## src/rtl/alu_iter_exec_if.sv

```systemverilog
// Request/result bundle for alu_iter_exec: operand request handshake, result
// handshake and status flags.
interface alu_iter_exec_if #(
  parameter int unsigned DATA_W  = 32,
  parameter int unsigned FUNCT   = 6,
  parameter int unsigned SHAMT_W = 5
);
  logic               i_valid;
  logic               o_ready;
  logic [FUNCT-1:0]   i_alu_sel;
  logic [DATA_W-1:0]  i_op_a;
  logic [DATA_W-1:0]  i_op_b;
  logic [SHAMT_W-1:0] i_shamt;
  logic [DATA_W-1:0]  o_result;
  logic               o_zero;
  logic               o_overflow;
  logic               o_valid;
  logic               i_res_ready;
  logic               o_busy;

  modport master (
    output i_valid, i_alu_sel, i_op_a, i_op_b, i_shamt, i_res_ready,
    input  o_ready, o_result, o_zero, o_overflow, o_valid, o_busy
  );

  modport slave (
    input  i_valid, i_alu_sel, i_op_a, i_op_b, i_shamt, i_res_ready,
    output o_ready, o_result, o_zero, o_overflow, o_valid, o_busy
  );
endinterface

```

## src/rtl/alu_iter_exec.sv

```systemverilog
// Execute-stage ALU: single-cycle ADD/AND/OR/XOR/SLT/LUI, bit-serial SRA,
// valid/ready on both request and result sides.
module alu_iter_exec #(
  parameter int unsigned DATA_W  = 32,
  parameter int unsigned FUNCT   = 6,
  parameter int unsigned SHAMT_W = 5
) (
  input logic            i_clk,
  input logic            i_reset,
  alu_iter_exec_if.slave bus
);
  localparam logic [FUNCT-1:0] SEL_AND = 6'b100100;
  localparam logic [FUNCT-1:0] SEL_OR  = 6'b100101;
  localparam logic [FUNCT-1:0] SEL_XOR = 6'b100110;
  localparam logic [FUNCT-1:0] SEL_SLT = 6'b101010;
  localparam logic [FUNCT-1:0] SEL_LUI = 6'b110110;
  localparam logic [FUNCT-1:0] SEL_SRA = 6'b000011;

  typedef enum logic [1:0] {
    S_IDLE,
    S_SHIFT,
    S_DONE
  } state_e;

  state_e             state_q, state_d;
  logic [DATA_W-1:0]  result_q, result_d;
  logic               ovf_q, ovf_d;
  logic [DATA_W-1:0]  sr_q, sr_d;
  logic [SHAMT_W-1:0] cnt_q, cnt_d;

  logic [DATA_W-1:0]  sum;
  logic [DATA_W-1:0]  alu_res;
  logic               alu_ovf;
  logic               slt;
  logic [DATA_W-1:0]  sr_next;

  assign sum     = bus.i_op_a + bus.i_op_b;
  assign slt     = $signed(bus.i_op_a) < $signed(bus.i_op_b);
  assign sr_next = {sr_q[DATA_W-1], sr_q[DATA_W-1:1]};

  // Unlisted select codes fall through to ADD, including its overflow flag.
  always_comb begin
    alu_res = sum;
    alu_ovf = (bus.i_op_a[DATA_W-1] == bus.i_op_b[DATA_W-1]) &&
              (sum[DATA_W-1] != bus.i_op_a[DATA_W-1]);
    case (bus.i_alu_sel)
      SEL_AND: begin alu_res = bus.i_op_a & bus.i_op_b; alu_ovf = 1'b0; end
      SEL_OR:  begin alu_res = bus.i_op_a | bus.i_op_b; alu_ovf = 1'b0; end
      SEL_XOR: begin alu_res = bus.i_op_a ^ bus.i_op_b; alu_ovf = 1'b0; end
      SEL_SLT: begin alu_res = {{(DATA_W-1){1'b0}}, slt}; alu_ovf = 1'b0; end
      SEL_LUI: begin alu_res = bus.i_op_b << 16; alu_ovf = 1'b0; end
      default: ;
    endcase
  end

  always_comb begin
    state_d  = state_q;
    result_d = result_q;
    ovf_d    = ovf_q;
    sr_d     = sr_q;
    cnt_d    = cnt_q;
    unique case (state_q)
      S_IDLE: begin
        if (bus.i_valid) begin
          if (bus.i_alu_sel == SEL_SRA) begin
            if (bus.i_shamt == '0) begin
              result_d = bus.i_op_b;
              ovf_d    = 1'b0;
              state_d  = S_DONE;
            end else begin
              sr_d    = bus.i_op_b;
              cnt_d   = bus.i_shamt;
              state_d = S_SHIFT;
            end
          end else begin
            result_d = alu_res;
            ovf_d    = alu_ovf;
            state_d  = S_DONE;
          end
        end
      end
      S_SHIFT: begin
        sr_d  = sr_next;
        cnt_d = cnt_q - 1'b1;
        // The final shift lands straight in the result register.
        if (cnt_q == SHAMT_W'(1)) begin
          result_d = sr_next;
          ovf_d    = 1'b0;
          state_d  = S_DONE;
        end
      end
      S_DONE: begin
        if (bus.i_res_ready) state_d = S_IDLE;
      end
      default: state_d = S_IDLE;
    endcase
  end

  always_ff @(posedge i_clk) begin
    if (i_reset) begin
      state_q  <= S_IDLE;
      result_q <= '0;
      ovf_q    <= 1'b0;
      sr_q     <= '0;
      cnt_q    <= '0;
    end else begin
      state_q  <= state_d;
      result_q <= result_d;
      ovf_q    <= ovf_d;
      sr_q     <= sr_d;
      cnt_q    <= cnt_d;
    end
  end

  assign bus.o_ready    = (state_q == S_IDLE);
  assign bus.o_busy     = (state_q != S_IDLE);
  assign bus.o_valid    = (state_q == S_DONE);
  assign bus.o_result   = result_q;
  assign bus.o_zero     = (result_q == '0);
  assign bus.o_overflow = ovf_q;
endmodule

```

## src/flat_wrapper.sv

```systemverilog
// flat-port wrapper written by rule: the top's interface ports become plain ports
module alu_iter_exec_flat 
#(
  parameter int unsigned DATA_W  = 32,
  parameter int unsigned FUNCT   = 6,
  parameter int unsigned SHAMT_W = 5
)
  (i_clk, i_reset, bus_i_valid, bus_i_alu_sel, bus_i_op_a, bus_i_op_b, bus_i_shamt, bus_i_res_ready, bus_o_ready, bus_o_result, bus_o_zero, bus_o_overflow, bus_o_valid, bus_o_busy);
  alu_iter_exec_if #(.DATA_W(DATA_W), .FUNCT(FUNCT), .SHAMT_W(SHAMT_W)) bus_i ();
  input logic i_clk;
  input logic i_reset;
  input wire logic [$bits(bus_i.i_valid)-1:0] bus_i_valid;
  input wire logic [$bits(bus_i.i_alu_sel)-1:0] bus_i_alu_sel;
  input wire logic [$bits(bus_i.i_op_a)-1:0] bus_i_op_a;
  input wire logic [$bits(bus_i.i_op_b)-1:0] bus_i_op_b;
  input wire logic [$bits(bus_i.i_shamt)-1:0] bus_i_shamt;
  input wire logic [$bits(bus_i.i_res_ready)-1:0] bus_i_res_ready;
  output wire logic [$bits(bus_i.o_ready)-1:0] bus_o_ready;
  output wire logic [$bits(bus_i.o_result)-1:0] bus_o_result;
  output wire logic [$bits(bus_i.o_zero)-1:0] bus_o_zero;
  output wire logic [$bits(bus_i.o_overflow)-1:0] bus_o_overflow;
  output wire logic [$bits(bus_i.o_valid)-1:0] bus_o_valid;
  output wire logic [$bits(bus_i.o_busy)-1:0] bus_o_busy;
  assign bus_i.i_valid = bus_i_valid;
  assign bus_i.i_alu_sel = bus_i_alu_sel;
  assign bus_i.i_op_a = bus_i_op_a;
  assign bus_i.i_op_b = bus_i_op_b;
  assign bus_i.i_shamt = bus_i_shamt;
  assign bus_i.i_res_ready = bus_i_res_ready;
  assign bus_o_ready = bus_i.o_ready;
  assign bus_o_result = bus_i.o_result;
  assign bus_o_zero = bus_i.o_zero;
  assign bus_o_overflow = bus_i.o_overflow;
  assign bus_o_valid = bus_i.o_valid;
  assign bus_o_busy = bus_i.o_busy;
  alu_iter_exec #(.DATA_W(DATA_W), .FUNCT(FUNCT), .SHAMT_W(SHAMT_W)) u_core (.i_clk(i_clk), .i_reset(i_reset), .bus(bus_i));
endmodule
```

## config.mk

```make
export PLATFORM = sky130hd
export DESIGN_NAME = alu_iter_exec_flat
export DESIGN_NICKNAME = d
export VERILOG_FILES = /design/src/rtl/alu_iter_exec_if.sv /design/src/rtl/alu_iter_exec.sv /design/src/flat_wrapper.sv
export SDC_FILE = /design/constraint.sdc
export NUM_CORES = 1
export LEC_CHECK = 0
export BUFFER_PORTS_ARGS = -buffer_cell sky130_fd_sc_hd__clkbuf_2
export CORE_UTILIZATION = 55
export CTS_CLUSTER_DIAMETER = 30
export DETAILED_ROUTE_END_ITERATION = 16
export GPL_ROUTABILITY_DRIVEN = 1
export PLACE_DENSITY = 0.78
export SLEW_MARGIN = 20
export SYNTH_ARGS = -nofsm -noshare
export SYNTH_HDL_FRONTEND = slang
export SYNTH_SLANG_ARGS = --single-unit
```

## constraint.sdc

```tcl
create_clock -name i_clk -period 5.4 [get_ports i_clk]
set_input_delay 1.08 -clock i_clk [delete_from_list [all_inputs] [get_ports i_clk]]
set_output_delay 1.08 -clock i_clk [all_outputs]
set_load 0.01 [all_outputs]
```

==> results.py, run 1 <==
metrics = {
    "drt": {
        "wl_per_cell_um": 19.9,
        "vias": 8263,
        "ant_nets": 0,
        "wl_um": 25400,
        "drc": 0,
        "vias_per_cell": 6.46,
        "drt_iter0_drc": 1029,
        "drt_first_pass_iters": 6,
    },
    "pwr": {
        "power.total_w": 0.00177,
        "intPower_w": 0.00113,
        "powerDensity_nw_per_um2": 211,
        "switchingPower_w": 0.000643,
        "p_sw_share_pct": 36.3,
        "p_seq_share_pct": 33.2,
        "vdd_ir_drop_max_v": 0.000156,
        "power_frac_comb_pct": 35.4,
        "clkPwrFrac_pct": 31.3,
        "leakagePower_nw": 3.85,
    },
    "critical_path": {
        "crit_family": "simple AND/OR/NAND/NOR gates",
        "cp.required_ps": 5660,
        "crit_chain": "clkbuf_2 > nor2b_1 > nand3_1 > and3_1 > nand3_1 > o22ai_1 > nor3b_1 > or4_1 > o21ai_1",
        "arrival_ps": 3980,
        "slowest_delay_ps": 970,
        "reg2reg_setup_slack_ps": 2800,
        "path_buf_inv": 1,
        "worst_setup_path_end_kind": "flop",
        "startpoint_type": "primary input",
        "crit_top_cell": "nand3_1",
        "slowest_stage": "and3_1",
        "setup.worst_path.class": "primary input to flop",
        "critical_path.max_fanout": 24,
    },
    "hold_path": {
        "hold_class": "flop to flop",
    },
    "yosys": {
        "synth_edf_count": 0,
        "syn_avg_cell_area_um2": 7.23,
        "ys_ff_latch": 71,
        "syn_nets": 1214,
        "async_reset_ff_share_pct": 0,
        "synthDistinctLibCells": 72,
        "ys.warnings.count": 0,
        "ys_seq_area_share_pct": 19.0,
        "synth_ff_type": "dfxtp_1",
        "syn_area_um2": 7490,
        "syn_inst": 1036,
    },
    "die": {
        "pin_count": 116,
        "start_util_pct": 56.6,
        "die_y_um": 119,
        "die_x_um": 119,
        "core-area_um2": 13200,
        "rows": 42,
        "dieArea_um2": 14100,
    },
    "clocking": {
        "clk-insertion-delay-late_ps": 340,
        "cts_tree": "done",
        "cts-root-buf": "clkbuf_16",
        "clock-sinks": 71,
        "cts_htree_levels": 3,
        "cts_hold_buf": 0,
        "cts_buffer_depth": 2,
        "path_clk_slew_ps": 50,
        "cts_buffers": 9,
        "post_cts.resized_instances": 0,
        "post_cts_buffers": 0,
    },
    "sta": {
        "slew_violations": 0,
        "tns_ps": 0,
        "timing.final.crit_share_pct": 68.9,
        "fin_crit_ps": 3720,
        "tightest_slew_ps": 1040,
        "fmax_mhz": 269,
        "fin_worst_skew_ps": 4.57,
        "finalHoldViolCount": 0,
        "relSlewSlack_pct": 30.6,
        "setup_viol": 0,
        "rsz0062_at_grt": "false",
    },
    "global_routing": {
        "grt_usage_pct": 36.2,
        "grt_max_degree": 55,
        "grt_overflow": 0,
        "grt_pass1_wl_um": 40000,
        "antenna_found_initial": 0,
        "grt_pass1_vias": 7332,
    },
    "place": {
        "gp_congestion": 1.03,
        "placedInstanceArea_um2": 8100,
        "dp_hpwl_um": 19000,
        "io_buffers": 115,
    },
    "job": {
        "maxCapViolCount": 0,
    },
    "final_layout": {
        "nFillCells": 1260,
        "n_antenna_cell": 0,
        "finalNetCount": 1276,
        "final_area_um2": 8380,
        "areaGrowthSynthToFinish_pct": 11.8,
        "regArea_um2": 1420,
        "multiInputGateArea_um2": 5440,
        "final_core_util_pct": 63.3,
        "drive_gt1_share_pct": 15.0,
    },
    "outcome": {
        "status": "finished clean",
    },
}
-- worst reg2reg max path: cells and delay by family (launching register included) --
kind | cells | cell delay [ps]
AND/OR/NAND/NOR | 4 | 1440
AO/OA/AOI/OAI | 2 | 530
flip-flops | 1 | 400
adder cells (fa/ha/maj) | 1 | 160
-- placed cells by master (no fill, tap or decap), types with 25 or more instances in the layout --
cell        n
clkbuf_2  115
nand2_1   112
ha_1       98
inv_1      91
nor2_1     91
a21oi_1    81
dfxtp_1    71
o21ai_0    63
a311oi_1   31
mux2i_1    26
a31oi_1    25
-- logic make-up (layout without fill, tap and decap cells) --
kind of cell,Yosys count,after routing,synth area share (%)
AOI/OAI and AO/OA,351,351,31.8
xor gates and xnor gates,17,17,1.99
adders and majority gates,99,99,16.6
buffers and inverters,169,236,8.74
DFF,71,71,19.0
muxes,27,27,3.62
and+or+nand+nor,302,302,18.2
-- per-stage QoR --
| step | cells | hold slack, ps | setup WS [ps] |
|---|---|---|---|
| after global placement | 1263 | 473 | 1420 |
| after global routing | 1279 | 516 | 1500 |
| after detailed placement | 1263 | 477 | 1430 |
| after floorplan | 1036 | 457 | 2150 |
| after CTS | 1279 | 485 | 1780 |
| final | 1279 | 495 | 1680 |
-- metal layers --
layer	track usage, %	vias up	routed length, µm
met4	16.1	0	905
met3	8.98	62	3340
li1	-	3874	-
met1	51.4	3785	10900
met2	50.9	542	10300
met5	0	-	0
-- cells in the mapped netlist (all sizes together), types with 7 or more instances --
cell type  instances  share of area, %
clkbuf            60               3.0
a21o              17               1.7
nor2b              9              0.75
dfxtp             71                19
xnor2             14               1.6
o211ai            23               2.3
o22ai             17               1.4
a311oi            32               4.0
nor3              20               1.4
nand2            112               5.6
inv               93               4.7
and3               9              0.75
nand4              7              0.58
buf               16               1.1
a221oi             9               1.1
a31oi             25               2.1
nor2              92               4.6
nand3             19               1.3
o21bai             8              0.80
o21ai             70               4.7
nor4              13               1.1
o221ai             8              0.94
mux2i             26               3.5
a211oi            13               1.5
o21a               7              0.72
ha                98                16
a21oi             85               5.9
-- final cells by class --
type / count / share of cell area (%)
flip-flops and latches: 71 / 17.0
multi-input cells: 796 / 65.0
repair buffers: 127 / 7.95
clock buffers: 13 / 3.11
inverters: 93 / 4.17
well taps: 176 / 2.63
clock inverters: 3 / 0.209
-- final timing paths --
| check | from | to | cells past startpoint |
|---|---|---|---|
| setup / recovery | bus_i_alu_sel[2] | u_core.bus.o_result[15] | 9 |
| hold / removal | u_core.bus.o_result[17] | u_core.bus.o_result[17] | 2 |
| setup reg to reg | u_core.cnt_q[0] | u_core.bus.o_result[15] | 7 |
| hold reg to reg | u_core.bus.o_result[17] | u_core.bus.o_result[17] | 2 |
-- power groups by stage --
| stage | sequential, W | clock (W) | combinational, W |
|---|---|---|---|
| after CTS | 0.000587 | 0.000557 | 0.000607 |
| final | 0.000588 | 0.000554 | 0.000627 |
| after global routing | 0.000590 | 0.000579 | 0.000678 |
| after detailed placement | 0.000598 | 0 | 0.000604 |
| after floorplan | 0.000599 | 0 | 0.000390 |
| after global placement | 0.000597 | 0 | 0.000599 |
-- state kept, by name, summed over array words and instances (netlist names) --
register and cells:
u_core.state_q 2, u_core.cnt_q 5, u_core.sr_q 31, u_core.bus.o_overflow 1, u_core.bus.o_result 32
Power figures use the tool's default switching activity.
==> inputs of run 2 (changes only) <==
- ABC_AREA: unset -> 1
- clock period: 5.4 -> 3.6 ns (I/O delays scaled with it)
==> run 2 against run 1 <==
Cell area is 1.7% higher; count of clock-buffer cells in the layout shrank 3; register-to-register slack got worse by 1500 ps; highest routed layer unchanged; cell count increased by 14%; clock skew fell by 0.76 ps; sequential share of layout area down 0.28 points; flip-flop and latch count is the same; synthesized cell count is 15% higher; via count rose by 7.1%; utilization grew 0.79 points; largest power group is now the clock network.
==> results.py, run 2 <==
metrics = {
    "outcome": {
        "status": "finished clean",
    },
    "critical_path": {
        "cp.required_ps": 3810,
        "setup.worst_path.class": "primary input to flop",
        "arrival_ps": 2870,
        "critical_path.max_fanout": 6,
        "startpoint_type": "primary input",
        "worst_setup_path_end_kind": "flop",
    },
    "clocking": {
        "clk-insertion-delay-late_ps": 340,
        "cts_tree": "done",
        "cts_hold_buf": 0,
        "clock-sinks": 71,
        "cts-root-buf": "clkbuf_16",
        "path_clk_slew_ps": 60,
        "cts_htree_levels": 3,
        "cts_buffers": 9,
        "cts_buffer_depth": 2,
        "post_cts.resized_instances": 0,
        "post_cts_buffers": 0,
    },
    "place": {
        "io_buffers": 115,
        "dp_hpwl_um": 21500,
        "gp_congestion": 1.10,
    },
    "yosys": {
        "syn_inst": 1192,
        "synthTopCellsByArea": "dfxtp_1, ha_1, nand2_1",
        "yosysMostFrequentCell": "nand2_1",
        "syn_avg_cell_area_um2": 6.30,
        "netlist_top_cells_count": "nand2_1, inv_1, a21oi_1, ha_1, o21ai_0",
        "synth_ff_type": "dfxtp_1",
        "yosysTopAreaCellShare_pct": 18.9,
        "syn_nets": 1370,
        "ys.warnings.count": 0,
        "synth_area_leader_cell": "dfxtp_1",
        "syn_area_um2": 7510,
        "ys_seq_area_share_pct": 18.9,
        "async_reset_ff_share_pct": 0,
        "ys_ff_latch": 71,
        "synth_edf_count": 0,
        "synthDistinctLibCells": 48,
    },
    "drt": {
        "vias_per_cell": 6.05,
        "vias": 8853,
        "wl_per_cell_um": 19.4,
        "wl_um": 28400,
        "drc": 0,
        "ant_nets": 0,
        "drt_first_pass_iters": 5,
        "drt_iter0_drc": 945,
    },
    "die": {
        "core-area_um2": 13300,
        "pin_count": 116,
        "start_util_pct": 56.5,
        "dieArea_um2": 14100,
        "rows": 42,
        "die_y_um": 119,
        "die_x_um": 119,
    },
    "final_layout": {
        "n_antenna_cell": 0,
        "finalNetCount": 1461,
        "final_core_util_pct": 64.1,
        "final_common_cell": "nand2_1",
        "largest_reg_flops": 32,
        "drive_gt1_share_pct": 14.0,
        "areaGrowthSynthToFinish_pct": 13.4,
        "final_cell_mix": "nand2_1, inv_1, a21oi_1, clkbuf_2, ha_1",
    },
    "pwr": {
        "clkPwrFrac_pct": 36.3,
        "vdd_ir_drop_max_v": 0.000295,
        "power_frac_comb_pct": 32.6,
        "intPower_w": 0.00181,
        "switchingPower_w": 0.000993,
        "powerDensity_nw_per_um2": 329,
        "leakagePower_nw": 4.22,
        "p_sw_share_pct": 35.4,
        "p_seq_share_pct": 31.1,
    },
    "sta": {
        "finalHoldViolCount": 0,
        "tns_ps": 0,
        "setup_viol": 0,
        "relSlewSlack_pct": 41.6,
        "fin_crit_ps": 2650,
        "fmax_mhz": 377,
        "tightest_slew_ps": 876,
        "slew_violations": 0,
        "fin_worst_skew_ps": 3.80,
        "timing.final.crit_share_pct": 73.7,
        "rsz0062_at_grt": "false",
    },
    "global_routing": {
        "grt_usage_pct": 40.7,
        "grt_pass1_vias": 8444,
        "antenna_found_initial": 0,
        "grt_max_degree": 75,
        "use_met3_pct": 8.05,
        "grt_overflow": 0,
        "gr-usage-met2_pct": 63.5,
        "grt_pass1_wl_um": 44600,
        "busiest_layer": "met2",
        "grtUsageMet1_pct": 51.0,
    },
    "job": {
        "maxCapViolCount": 0,
    },
    "hold_path": {
        "hold_class": "flop to flop",
    },
}
[run 2: cells by family after synthesis]
family / Yosys count / share of synthesized area, %
and+or+nand+nor: 474 / 27.1
DFF: 71 / 18.9
xor gates and xnor gates: 7 / 0.816
buffers and inverters: 203 / 11.0
adders and majority gates: 99 / 16.6
AOI/OAI and AO/OA: 338 / 25.6
[run 2: power groups by stage]
stage / registers [W] / clock network (W) / logic, W
2_1_floorplan: 0.000893 / 0 / 0.000552
3_3_place_gp: 0.000885 / 0 / 0.000883
3_5_place_dp: 0.000886 / 0 / 0.000886
4_1_cts: 0.000870 / 0.00102 / 0.000891
5_1_grt: 0.000875 / 0.00106 / 0.00101
6_report: 0.000871 / 0.00102 / 0.000914
[run 2: metrics by stage]
step                      cell area [µm²]  instances  setup WS [ps]  hold WS, ps  power [W]
after floorplan                      7510       1192           1230          454    0.00144
after global placement               8180       1448            706          464    0.00177
after detailed placement             8180       1448            699          469    0.00177
after CTS                            8520       1464           1040          479    0.00278
after global routing                 8520       1464            757          504    0.00294
final                                8520       1464            946          478    0.00280
[run 2: layout make-up]
cell class	instances	area [µm²]
Clock inverter	6	109
Sequential cell	71	1420
Tap cell	176	220
Timing Repair Buffer	130	688
Clock buffer	10	229
Fill cell	1312	4780
Inverter	153	574
Multi-Input combinational cell	918	5280
[run 2: final timing paths]
check	startpoint	to	slack [ps]	depth (start not counted)
setup / recovery	bus_i_op_b[13]	u_core.bus.o_result[14]	950	11
hold / removal	u_core.sr_q[10]	u_core.sr_q[10]	480	2
setup reg to reg	u_core.state_q[0]	u_core.bus.o_result[12]	1280	9
hold reg to reg	u_core.sr_q[10]	u_core.sr_q[10]	480	2
[run 2: worst max-delay path, cell delays in order]
cell and delay (ps):
clkbuf_2 220, inv_1 120, ha_1 380, a21oi_1 260
o21ai_0 200, a21oi_1 190, nand2_1 140, o21ai_0 150
o21ai_0 80, o21ai_0 290, a21oi_1 110
[run 2: metal layers]
layer / vias to the layer above / wire (µm)
li1: 4217 / -
met1: 3949 / 11100
met4: 0 / 1960
met5: - / 0
met2: 577 / 12300
met3: 110 / 2960
